<file path="src/rtl/rgb666_pkt_arbiter.sv">
// rgb666_pkt_arbiter
// Two-input Avalon-ST packet arbiter in front of the RGB666-to-RGBA8888
// widening converter. It grants whole packets (sop..eop) with round-robin
// fairness between the two sources. A beat watchdog cuts off runaway
// packets. The block also keeps per-channel completed-packet counters and
// a sticky error flag.
module rgb666_pkt_arbiter #(
    parameter int DATA_W    = 96,
    parameter int EMPTY_W   = 4,
    parameter int MAX_BEATS = 2048,
    parameter int CNT_W     = 16
) (
    input  logic               clk,
    input  logic               reset,
    input  logic [1:0]         cfg_enable,

    input  logic               sink0_valid,
    input  logic               sink0_sop,
    input  logic               sink0_eop,
    input  logic [EMPTY_W-1:0] sink0_empty,
    input  logic [DATA_W-1:0]  sink0_data,
    output logic               sink0_ready,

    input  logic               sink1_valid,
    input  logic               sink1_sop,
    input  logic               sink1_eop,
    input  logic [EMPTY_W-1:0] sink1_empty,
    input  logic [DATA_W-1:0]  sink1_data,
    output logic               sink1_ready,

    input  logic               source_ready,
    output logic               source_valid,
    output logic               source_sop,
    output logic               source_eop,
    output logic [EMPTY_W-1:0] source_empty,
    output logic [DATA_W-1:0]  source_data,

    output logic [1:0]         stat_grant,
    output logic [CNT_W-1:0]   stat_pkt_cnt0,
    output logic [CNT_W-1:0]   stat_pkt_cnt1,
    output logic               stat_err
);

    // Arbiter states. FLUSHn swallows the tail of a packet that the
    // watchdog has already terminated.
    localparam logic [2:0] ST_IDLE   = 3'd0;
    localparam logic [2:0] ST_GRANT0 = 3'd1;
    localparam logic [2:0] ST_GRANT1 = 3'd2;
    localparam logic [2:0] ST_FLUSH0 = 3'd3;
    localparam logic [2:0] ST_FLUSH1 = 3'd4;

    // The beat counter only has to reach MAX_BEATS-1. The beat that would
    // make it MAX_BEATS always leaves the GRANT state.
    localparam int                BCNT_W    = (MAX_BEATS > 2) ? $clog2(MAX_BEATS) : 1;
    localparam logic [BCNT_W-1:0] BEAT_LAST = BCNT_W'(MAX_BEATS - 1);

    logic [2:0]        state_q,      state_d;
    logic              last_owner_q, last_owner_d;
    logic [BCNT_W-1:0] beat_cnt_q,   beat_cnt_d;
    logic [CNT_W-1:0]  pkt_cnt0_q,   pkt_cnt0_d;
    logic [CNT_W-1:0]  pkt_cnt1_q,   pkt_cnt1_d;
    logic              err_q,        err_d;

    // Combinational handshake before the reset gating
    logic              sink0_ready_c;
    logic              sink1_ready_c;
    logic              src_valid_c;
    logic              src_sop_c;
    logic              src_eop_c;

    // Channel selected by the current state and its framing signals
    logic              cur_ch;
    logic              cur_valid;
    logic              cur_sop;
    logic              cur_eop;
    logic              first_beat;
    logic              wd_last;

    // Arbitration requests and stray (sop-less) beats seen while idle
    logic              req0;
    logic              req1;
    logic              stray0;
    logic              stray1;

    assign cur_ch     = (state_q == ST_GRANT1) || (state_q == ST_FLUSH1);
    assign cur_valid  = cur_ch ? sink1_valid : sink0_valid;
    assign cur_sop    = cur_ch ? sink1_sop   : sink0_sop;
    assign cur_eop    = cur_ch ? sink1_eop   : sink0_eop;
    assign first_beat = (beat_cnt_q == '0);
    assign wd_last    = (beat_cnt_q == BEAT_LAST);

    assign req0   = sink0_valid &  sink0_sop & cfg_enable[0];
    assign req1   = sink1_valid &  sink1_sop & cfg_enable[1];
    assign stray0 = sink0_valid & ~sink0_sop & cfg_enable[0];
    assign stray1 = sink1_valid & ~sink1_sop & cfg_enable[1];

    // Arbitration, packet tracking, watchdog and statistics updates
    always_comb begin
        // NOTE: every signal gets a default first so no path can infer a latch.
        state_d       = state_q;
        last_owner_d  = last_owner_q;
        beat_cnt_d    = beat_cnt_q;
        pkt_cnt0_d    = pkt_cnt0_q;
        pkt_cnt1_d    = pkt_cnt1_q;
        err_d         = err_q;
        sink0_ready_c = 1'b0;
        sink1_ready_c = 1'b0;
        src_valid_c   = 1'b0;
        src_sop_c     = 1'b0;
        src_eop_c     = 1'b0;

        case (state_q)
            ST_IDLE: begin
                // Stray beats are accepted and dropped here. Packet starts
                // are held until the grant takes effect.
                sink0_ready_c = stray0;
                sink1_ready_c = stray1;
                if (stray0 || stray1) begin
                    err_d = 1'b1;
                end
                beat_cnt_d = '0;
                if (req0 && req1) begin
                    state_d = last_owner_q ? ST_GRANT0 : ST_GRANT1;
                end else if (req0) begin
                    state_d = ST_GRANT0;
                end else if (req1) begin
                    state_d = ST_GRANT1;
                end
            end

            ST_GRANT0, ST_GRANT1: begin
                if (cur_ch) begin
                    sink1_ready_c = source_ready;
                end else begin
                    sink0_ready_c = source_ready;
                end
                src_valid_c = cur_valid;
                src_sop_c   = cur_sop & first_beat;
                src_eop_c   = cur_eop | wd_last;

                if (cur_valid && source_ready) begin
                    beat_cnt_d = beat_cnt_q + BCNT_W'(1);
                    // An sop inside a packet is passed on as an ordinary beat.
                    if (cur_sop && !first_beat) begin
                        err_d = 1'b1;
                    end
                    if (cur_eop || wd_last) begin
                        if (cur_ch) begin
                            pkt_cnt1_d = pkt_cnt1_q + CNT_W'(1);
                        end else begin
                            pkt_cnt0_d = pkt_cnt0_q + CNT_W'(1);
                        end
                        if (cur_eop) begin
                            last_owner_d = cur_ch;
                            state_d      = ST_IDLE;
                        end else begin
                            // Watchdog cut-off. The converter has already
                            // seen a forced eop, so the rest is discarded.
                            err_d   = 1'b1;
                            state_d = cur_ch ? ST_FLUSH1 : ST_FLUSH0;
                        end
                    end
                end
            end

            ST_FLUSH0, ST_FLUSH1: begin
                if (cur_ch) begin
                    sink1_ready_c = 1'b1;
                end else begin
                    sink0_ready_c = 1'b1;
                end
                if (cur_valid && cur_eop) begin
                    last_owner_d = cur_ch;
                    state_d      = ST_IDLE;
                end
            end

            default: begin
                state_d = ST_IDLE;
            end
        endcase
    end

    // State and statistics registers, synchronous active-high reset
    always_ff @(posedge clk) begin
        // NOTE: flops use non-blocking assignments so every register samples pre-edge values.
        if (reset) begin
            state_q      <= ST_IDLE;
            last_owner_q <= 1'b1;
            beat_cnt_q   <= '0;
            pkt_cnt0_q   <= '0;
            pkt_cnt1_q   <= '0;
            err_q        <= 1'b0;
        end else begin
            state_q      <= state_d;
            last_owner_q <= last_owner_d;
            beat_cnt_q   <= beat_cnt_d;
            pkt_cnt0_q   <= pkt_cnt0_d;
            pkt_cnt1_q   <= pkt_cnt1_d;
            err_q        <= err_d;
        end
    end

    // The data path is a plain mux. Payload is don't-care while source_valid is low.
    assign source_data  = cur_ch ? sink1_data  : sink0_data;
    assign source_empty = cur_ch ? sink1_empty : sink0_empty;

    // While reset is high the handshake is held quiet, whatever state_q holds.
    assign source_valid = src_valid_c & ~reset;
    assign source_sop   = src_sop_c & source_valid;
    assign source_eop   = src_eop_c & source_valid;
    assign sink0_ready  = sink0_ready_c & ~reset;
    assign sink1_ready  = sink1_ready_c & ~reset;

    assign stat_grant    = reset ? 2'b00
                                 : {(state_q == ST_GRANT1) || (state_q == ST_FLUSH1),
                                    (state_q == ST_GRANT0) || (state_q == ST_FLUSH0)};
    assign stat_pkt_cnt0 = pkt_cnt0_q;
    assign stat_pkt_cnt1 = pkt_cnt1_q;
    assign stat_err      = err_q;

endmodule

</file>
<file path="config.mk">
export PLATFORM = sky130hd
export DESIGN_NAME = rgb666_pkt_arbiter
export DESIGN_NICKNAME = d
export VERILOG_FILES = /design/src/rtl/rgb666_pkt_arbiter.sv
export SDC_FILE = /design/constraint.sdc
export NUM_CORES = 1
export LEC_CHECK = 0
export ABC_AREA = 1
export BUFFER_PORTS_ARGS = -buffer_cell sky130_fd_sc_hd__buf_2
export CAP_MARGIN = 20
export CORE_AREA = 2 2 135 137
export CTS_BUF_LIST = sky130_fd_sc_hd__clkbuf_8
export DETAILED_ROUTE_END_ITERATION = 12
export DIE_AREA = 0 0 137 139
export GPL_TIMING_DRIVEN = 0
export SYNTH_ARGS = -nofsm -noshare
export SYNTH_HDL_FRONTEND = slang
export SYNTH_SLANG_ARGS = --single-unit
</file>
<file path="constraint.sdc">
create_clock -name clk -period 4.3 [get_ports clk]
set_clock_uncertainty 0.05 [all_clocks]
set_input_delay 0.43 -clock clk [delete_from_list [all_inputs] [get_ports clk]]
set_output_delay 0.43 -clock clk [all_outputs]
set_load 0.1 [all_outputs]
</file>
==> summary.md, run 1 <==
| Metric | Value |
|---|---|
| Initial core utilization | `23.3%` |
| Clk slew on worst S/H paths | `0.09 ns` |
| I/O Pins | `351` |
| Most frequent cells in the layout | `nand2_1, buf_2, nor2_1` |
| WS Path Type | `flop to primary output` |
| Drt first-iter violations | `214` |
| Synth Cell Area | `4120 sq um` |
| DR vias/cell | `4.45` |
| Worst reg-to-reg setup slack | `2.28 ns` |
| Clock sinks | `48` |
| Fraction of layout cells with a size suffix above 1 | `34.0%` |
| Syn. warnings | `0` |
| Register area share after synthesis | `23.3%` |
| Buffers on Ports | `349` |
| Primary FF master, synth | `dfxtp_1` |
| Hold buffers post-CTS | `0` |
| Cells resized by post-CTS repair | `0` |
| Initial antenna violation count | `5` |
| Synth-to-Final Area Change | `52.2%` |
| Post-Route WL | `23.6 mm` |
| Outcome | `finished, final reports clean` |
| Post-synth ARST share | `0%` |
| Max-Cap Viols | `0` |
| Final setup vio count | `0` |
| Wire length of the first global-routing pass | `33.4 mm` |
| Post-DP HPWL | `20.6 mm` |
| WP data required | `3.82 ns` |
| Vias post-DR | `6,099` |
| Slew HR | `58.7%` |
| Synth Register Bits | `48` |
| DIE WIDTH | `137 um` |
| Final hold vios | `0` |
| Die ar. | `19,000 sq um` |
| DR WL/cell | `17.2 um` |
| CTS Buf Count | `5` |
| Antenna Nets Post-Route | `0` |
| Max Clock Freq | `309 MHz` |
| Tot GR Track Use | `23.7%` |
| Fin crit period | `3.23 ns` |
| Top-area cell type share of the netlist area | `37.7%` |
| Post-Syn Nets | `995` |
| Remaining Overflow, GRT | `0` |
| Fillers | `2,061` |
| Commonest non-fill, non-tap cell in the layout | `nand2_1` |
| Number of synthesized flops with an enable pin | `0` |
| Worst hold path type | `flop to flop` |
| Maximum number of pins on one net before global-route repair | `15` |
| Setup total negative slack | `0 ns` |
| Synth area leaders | `nand2_1, dfxtp_1, nor2_1` |
| Cell variety after synth | `28` |
| Die H | `139 um` |
| Rows | `49` |
| Crit share post-route | `75.2%` |
| CTS root buf | `clkbuf_8` |
| Arrival time worst endpoint | `2.75 ns` |
| Final #Nets | `1,351` |
| Routability cong. | `0.897` |
| Gate Count Post-Synth | `780` |
| RSZ-0062 raised after global routing | `false` |
| CP startpoint kind | `flop` |
| Worst Path Max Fanout | `10` |
| Pins Over Slew Limit | `0` |
| Vias in the first global route | `5,587` |
| # DRC | `0` |
| DR pass1 iterations | `5` |
| Clock latency on the worst-skew pair | `0.31 ns` |
| CTS H-tree depth | `2` |
| Core footprint | `17,700 sq um` |
| Avg Inst Size Synth | `5.28 sq um` |
| Synth area leader | `nand2_1` |
| Worst setup EP type | `primary output` |
| WHS | `0.418 ns` |
| Clock Tree Buf Depth | `2` |
| TritonCTS clock tree | `done` |
| Total setup buffers inserted after CTS | `0` |
| Slew @ Worst Pin | `0.620 ns` |
## routing by layer
metal	track usage, %	wire [um]
met3	4.06	1300
met5	0	13
met1	26.1	8910
met4	11.8	1300
met2	43.0	12000
## critical path: stages, from the launching register on
cell and delay [ns]:
dfxtp_1 0.44, nand2_1 0.10, nand2_2 0.10, nand2_4 0.10, inv_1 0.13, clkbuf_1 0.48, buf_2 0.37, nand2_1 0.09
nand2_1 0.17, buf_2 0.47
## cells by family (layout without fill, tap and decap cells)
kind of cell,after synthesis,in the layout,synth area share (%)
simple gates,554,554,54.2
buf+inv,92,449,9.33
compound gates,63,63,7.90
flops,48,48,23.3
xor+xnor,19,19,4.04
fa+ha+maj,4,4,1.22
other cells,0,4,0
## state kept, by name, indices dropped and copies added, names as in the netlist
register,cells
stat_err,1
stat_pkt_cnt1,16
last_owner_q,1
beat_cnt_q,11
state_q,3
stat_pkt_cnt0,16
## stage by stage
step / setup WS, ns / utilization [%] / std cells / instance area [sq um]
2_1_floorplan: 0.860 / - / 780 / 4120
3_3_place_gp: 1.40 / 34.8 / 1358 / 6150
3_5_place_dp: 1.34 / 34.8 / 1358 / 6150
4_1_cts: 0.987 / 35.4 / 1366 / 6260
5_1_grt: 0.896 / 35.5 / 1367 / 6260
6_report: 1.07 / 35.5 / 1370 / 6270
## cell usage after synthesis (8+ instances only)
master,instances
nand2_1,413
nor2_1,64
inv_1,54
dfxtp_1,48
a21oi_1,36
nand3_1,36
o21ai_0,21
nor3_1,18
clkbuf_1,13
buf_2,10
xor2_1,10
xnor2_1,9
nand4_1,8
## final timing paths
check                           cells past startpoint         endpoint     startpoint
worst max-delay path                                9  source_data[27]     state_q[1]
worst min-delay path                                2         stat_err       stat_err
worst max register to register                     10     last_owner_q  beat_cnt_q[0]
worst min register to register                      2         stat_err       stat_err
## layout make-up
type / instances / area, sq um / area share [%]
clock inverters: 3 / 38.8 / 0.619
well taps: 229 / 287 / 4.57
multi-input cells: 640 / 2770 / 44.2
diodes: 4 / 10.0 / 0.160
inverters: 59 / 221 / 3.53
repair buffers: 349 / 1750 / 27.9
plain buffers: 33 / 163 / 2.60
flip-flops and latches: 48 / 961 / 15.3
clock buffers: 5 / 68.8 / 1.10
Power of run 1 is left out: the tool's default activity adds up to more than one toggle a clock period on the data nets, which glitch-free logic cannot reach.
==> inputs of run 2 (changes only) <==
Settings changed: ABC_AREA 1 to 0.
Clock period 4.3 ns to 3.1 ns, I/O delays scaled along.
==> summary.md, run 2 <==
| Metric | Value |
|---|---|
| Worst hold path type | `input port to flop` |
| Total setup buffers inserted after CTS | `0` |
| Post-Route WL | `23.6 mm` |
| Synth-to-Final Area Change | `58.7%` |
| Pwr/cell area | `1060 nW/um^2` |
| CTS H-tree depth | `2` |
| Maximum vdd drop | `1.02 mV` |
| Static Leakage | `2.85 nW` |
| Fin cells | `1,053` |
| Initial antenna violation count | `21` |
| Cell variety after synth | `58` |
| Worst Hold Path EP | `state_q[2]` |
| Antenna Nets Post-Route | `0` |
| Synth Register Bits | `48` |
| Synth area leaders | `mux2_2, dfxtp_1, a21oi_1` |
| Post-DP HPWL | `20.7 mm` |
| Tot GR Track Use | `23.8%` |
| Drt first-iter violations | `295` |
| Core footprint | `17,700 sq um` |
| Post-synth ARST share | `0%` |
| Die H | `139 um` |
| Vias in the first global route | `4,984` |
| Overall Power | `6.65 mW` |
| Worst reg-to-reg setup slack | `0.53 ns` |
| Vias post-DR | `5,172` |
| Buffers on Ports | `349` |
| FF-to-FF path depth | `6` |
| Hold Path Stages | `4` |
| GRT busiest layer | `met2` |
| Post-Syn Nets | `670` |
| Rows | `49` |
| Worst path cell trace | `buf_4, xnor2_2, o21ai_0, o21ai_0, nand3_1, a211oi_2, clkbuf_4` |
| Hold buffers post-CTS | `0` |
| Fin crit period | `2.88 ns` |
| Worst setup EP type | `primary output` |
| DR pass1 iterations | `5` |
| Crit Reg-Reg Startpoint | `state_q[1]` |
| Clock Tree Buf Depth | `2` |
| WP data required | `2.74 ns` |
| Gate Count Post-Synth | `455` |
| Final setup vio count | `0` |
| Final hold vios | `0` |
| Fraction of layout cells with a size suffix above 1 | `60.2%` |
| Most frequent cells in the layout | `buf_2, mux2_2, dfxtp_1` |
| Remaining Overflow, GRT | `0` |
| Primary FF master, synth | `dfxtp_1` |
| # DRC | `0` |
| Worst Path Max Fanout | `10` |
| Met2 usage | `35.8%` |
| Synth area leader | `mux2_2` |
| Hold_sp | `sink1_eop` |
| R2r endpoint | `beat_cnt_q[7]` |
| Crit share post-route | `92.9%` |
| Outcome | `finished, final reports clean` |
| DR WL/cell | `22.4 um` |
| CTS Buf Count | `5` |
| DIE WIDTH | `137 um` |
| Grt met1 use | `30.8%` |
| Arrival time worst endpoint | `2.52 ns` |
| Slew HR | `32.2%` |
| Commonest non-fill, non-tap cell in the layout | `buf_2` |
| CP startpoint kind | `flop` |
| Met3 Resource Use GR | `11.1%` |
| Clock latency on the worst-skew pair | `0.30 ns` |
| Slowest cell on the critical path | `dfxtp_1` |
| Synth Cell Area | `3960 sq um` |
| Crit path top cell by count | `o21ai_0` |
| I/O Pins | `351` |
| Top-area cell type share of the netlist area | `28.7%` |
| Max-Cap Viols | `0` |
| Setup total negative slack | `0 ns` |
| TritonCTS clock tree | `done` |
| Clock sinks | `48` |
| Wire length of the first global-routing pass | `32.9 mm` |
| Slew @ Worst Pin | `1.00 ns` |
| RSZ-0062 raised after global routing | `false` |
| Synth top cells by count | `mux2_2, dfxtp_1, a21oi_1` |
| Number of synthesized flops with an enable pin | `0` |
| Crit. Startpoint | `state_q[2]` |
| Final #Nets | `1,026` |
| Pins Over Slew Limit | `0` |
| DR vias/cell | `4.91` |
| Inst Count DP | `1,033` |
| Avg Inst Size Synth | `8.70 sq um` |
| CTS root buf | `clkbuf_8` |
| Die ar. | `19,000 sq um` |
| WS Path Type | `flop to primary output` |
| Critical Path Max Stage Delay | `0.38 ns` |
| Routability cong. | `0.898` |
| Clk slew on worst S/H paths | `0.08 ns` |
| Max Clock Freq | `347 MHz` |
| Syn. warnings | `0` |
| Register area share after synthesis | `24.3%` |
| Maximum number of pins on one net before global-route repair | `14` |
| Initial core utilization | `22.4%` |
| Most common cell in the synthesized netlist | `mux2_2` |
[run 2: cell types whose count changed after synthesis, sizes merged, moves of 10 or more]
cell / before / now
nor3: 18 / 8
or4: 0 / 15
or3: 0 / 12
nand3: 36 / 20
nor2: 64 / 29
o31ai: 0 / 14
buf: 20 / 7
nand2: 420 / 25
inv: 59 / 14
mux2: 0 / 101
[run 2: metrics by stage]
stage | worst slack [ns] | hold WS (ns) | instance area, sq um | util (%)
6_report | 0.219 | 0.345 | 6280 | 35.6
5_1_grt | 0.0393 | 0.359 | 6260 | 35.4
4_1_cts | 0.0534 | 0.329 | 6170 | 34.9
3_5_place_dp | -0.274 | 0.400 | 6010 | 34.0
3_3_place_gp | -0.258 | 0.389 | 6010 | 34.0
2_1_floorplan | -0.0779 | 0.403 | 3970 | -
[run 2: what timing repair did]
| action | 4_1_cts | 5_1_grt |
|---|---|---|
| gates cloned | 0 | 0 |
| resized for setup | 24 | 33 |
| setup endpoints to repair | 92 | 76 |
[run 2: worst max-delay path by stage]
stage | endpoint | slack, ns
after global placement | source_empty[2] | -0.26
after CTS | source_data[87] | 0.05
after floorplan | sink0_ready | -0.08
final | source_sop | 0.22
after detailed placement | source_empty[2] | -0.27
after global routing | source_sop | 0.04
[run 2: layout make-up]
class	instances	area [sq um]
Clock buffer	5	68.8
Tap cell	229	287
Timing Repair Buffer	349	1820
Multi-Input combinational cell	367	2880
Fill cell	1909	11400
Sequential cell	48	961
Buffer	25	143
Clock inverter	1	30.0
Inverter	15	56.3
Antenna cell	14	35.0
[run 2: critical path, delay by kind of cell, from the launching register on]
family          cells  cell delay, ns
simple gates        1            0.19
xor+xnor            1            0.38
buf+inv             2            0.58
flops               1            0.38
compound gates      3            0.69
[run 2: cells by family (layout without fill, tap and decap cells)]
kind of cell | count (synthesis) | in the layout | share of synthesized area (%)
xor+xnor | 15 | 15 | 3.32
other cells | 0 | 14 | 0
simple gates | 153 | 153 | 21.9
flops | 48 | 48 | 24.3
buf+inv | 40 | 395 | 4.21
mux | 103 | 103 | 29.3
fa+ha+maj | 4 | 4 | 1.27
compound gates | 92 | 92 | 15.7
[run 2: power by group]
| group | internal, mW | switching (mW) | total, mW |
|---|---|---|---|
| clock network | 0.232 | 0.198 | 0.430 |
| registers | 0.637 | 0.0287 | 0.665 |
| logic | 1.15 | 4.40 | 5.55 |
[run 2: metal layers]
metal | wire, um | up-vias
li1 | - | 2459
met1 | 9820 | 2412
met2 | 10300 | 270
met3 | 2940 | 21
met4 | 344 | 10
met5 | 138 | -
(Power assumes the default switching activity.)
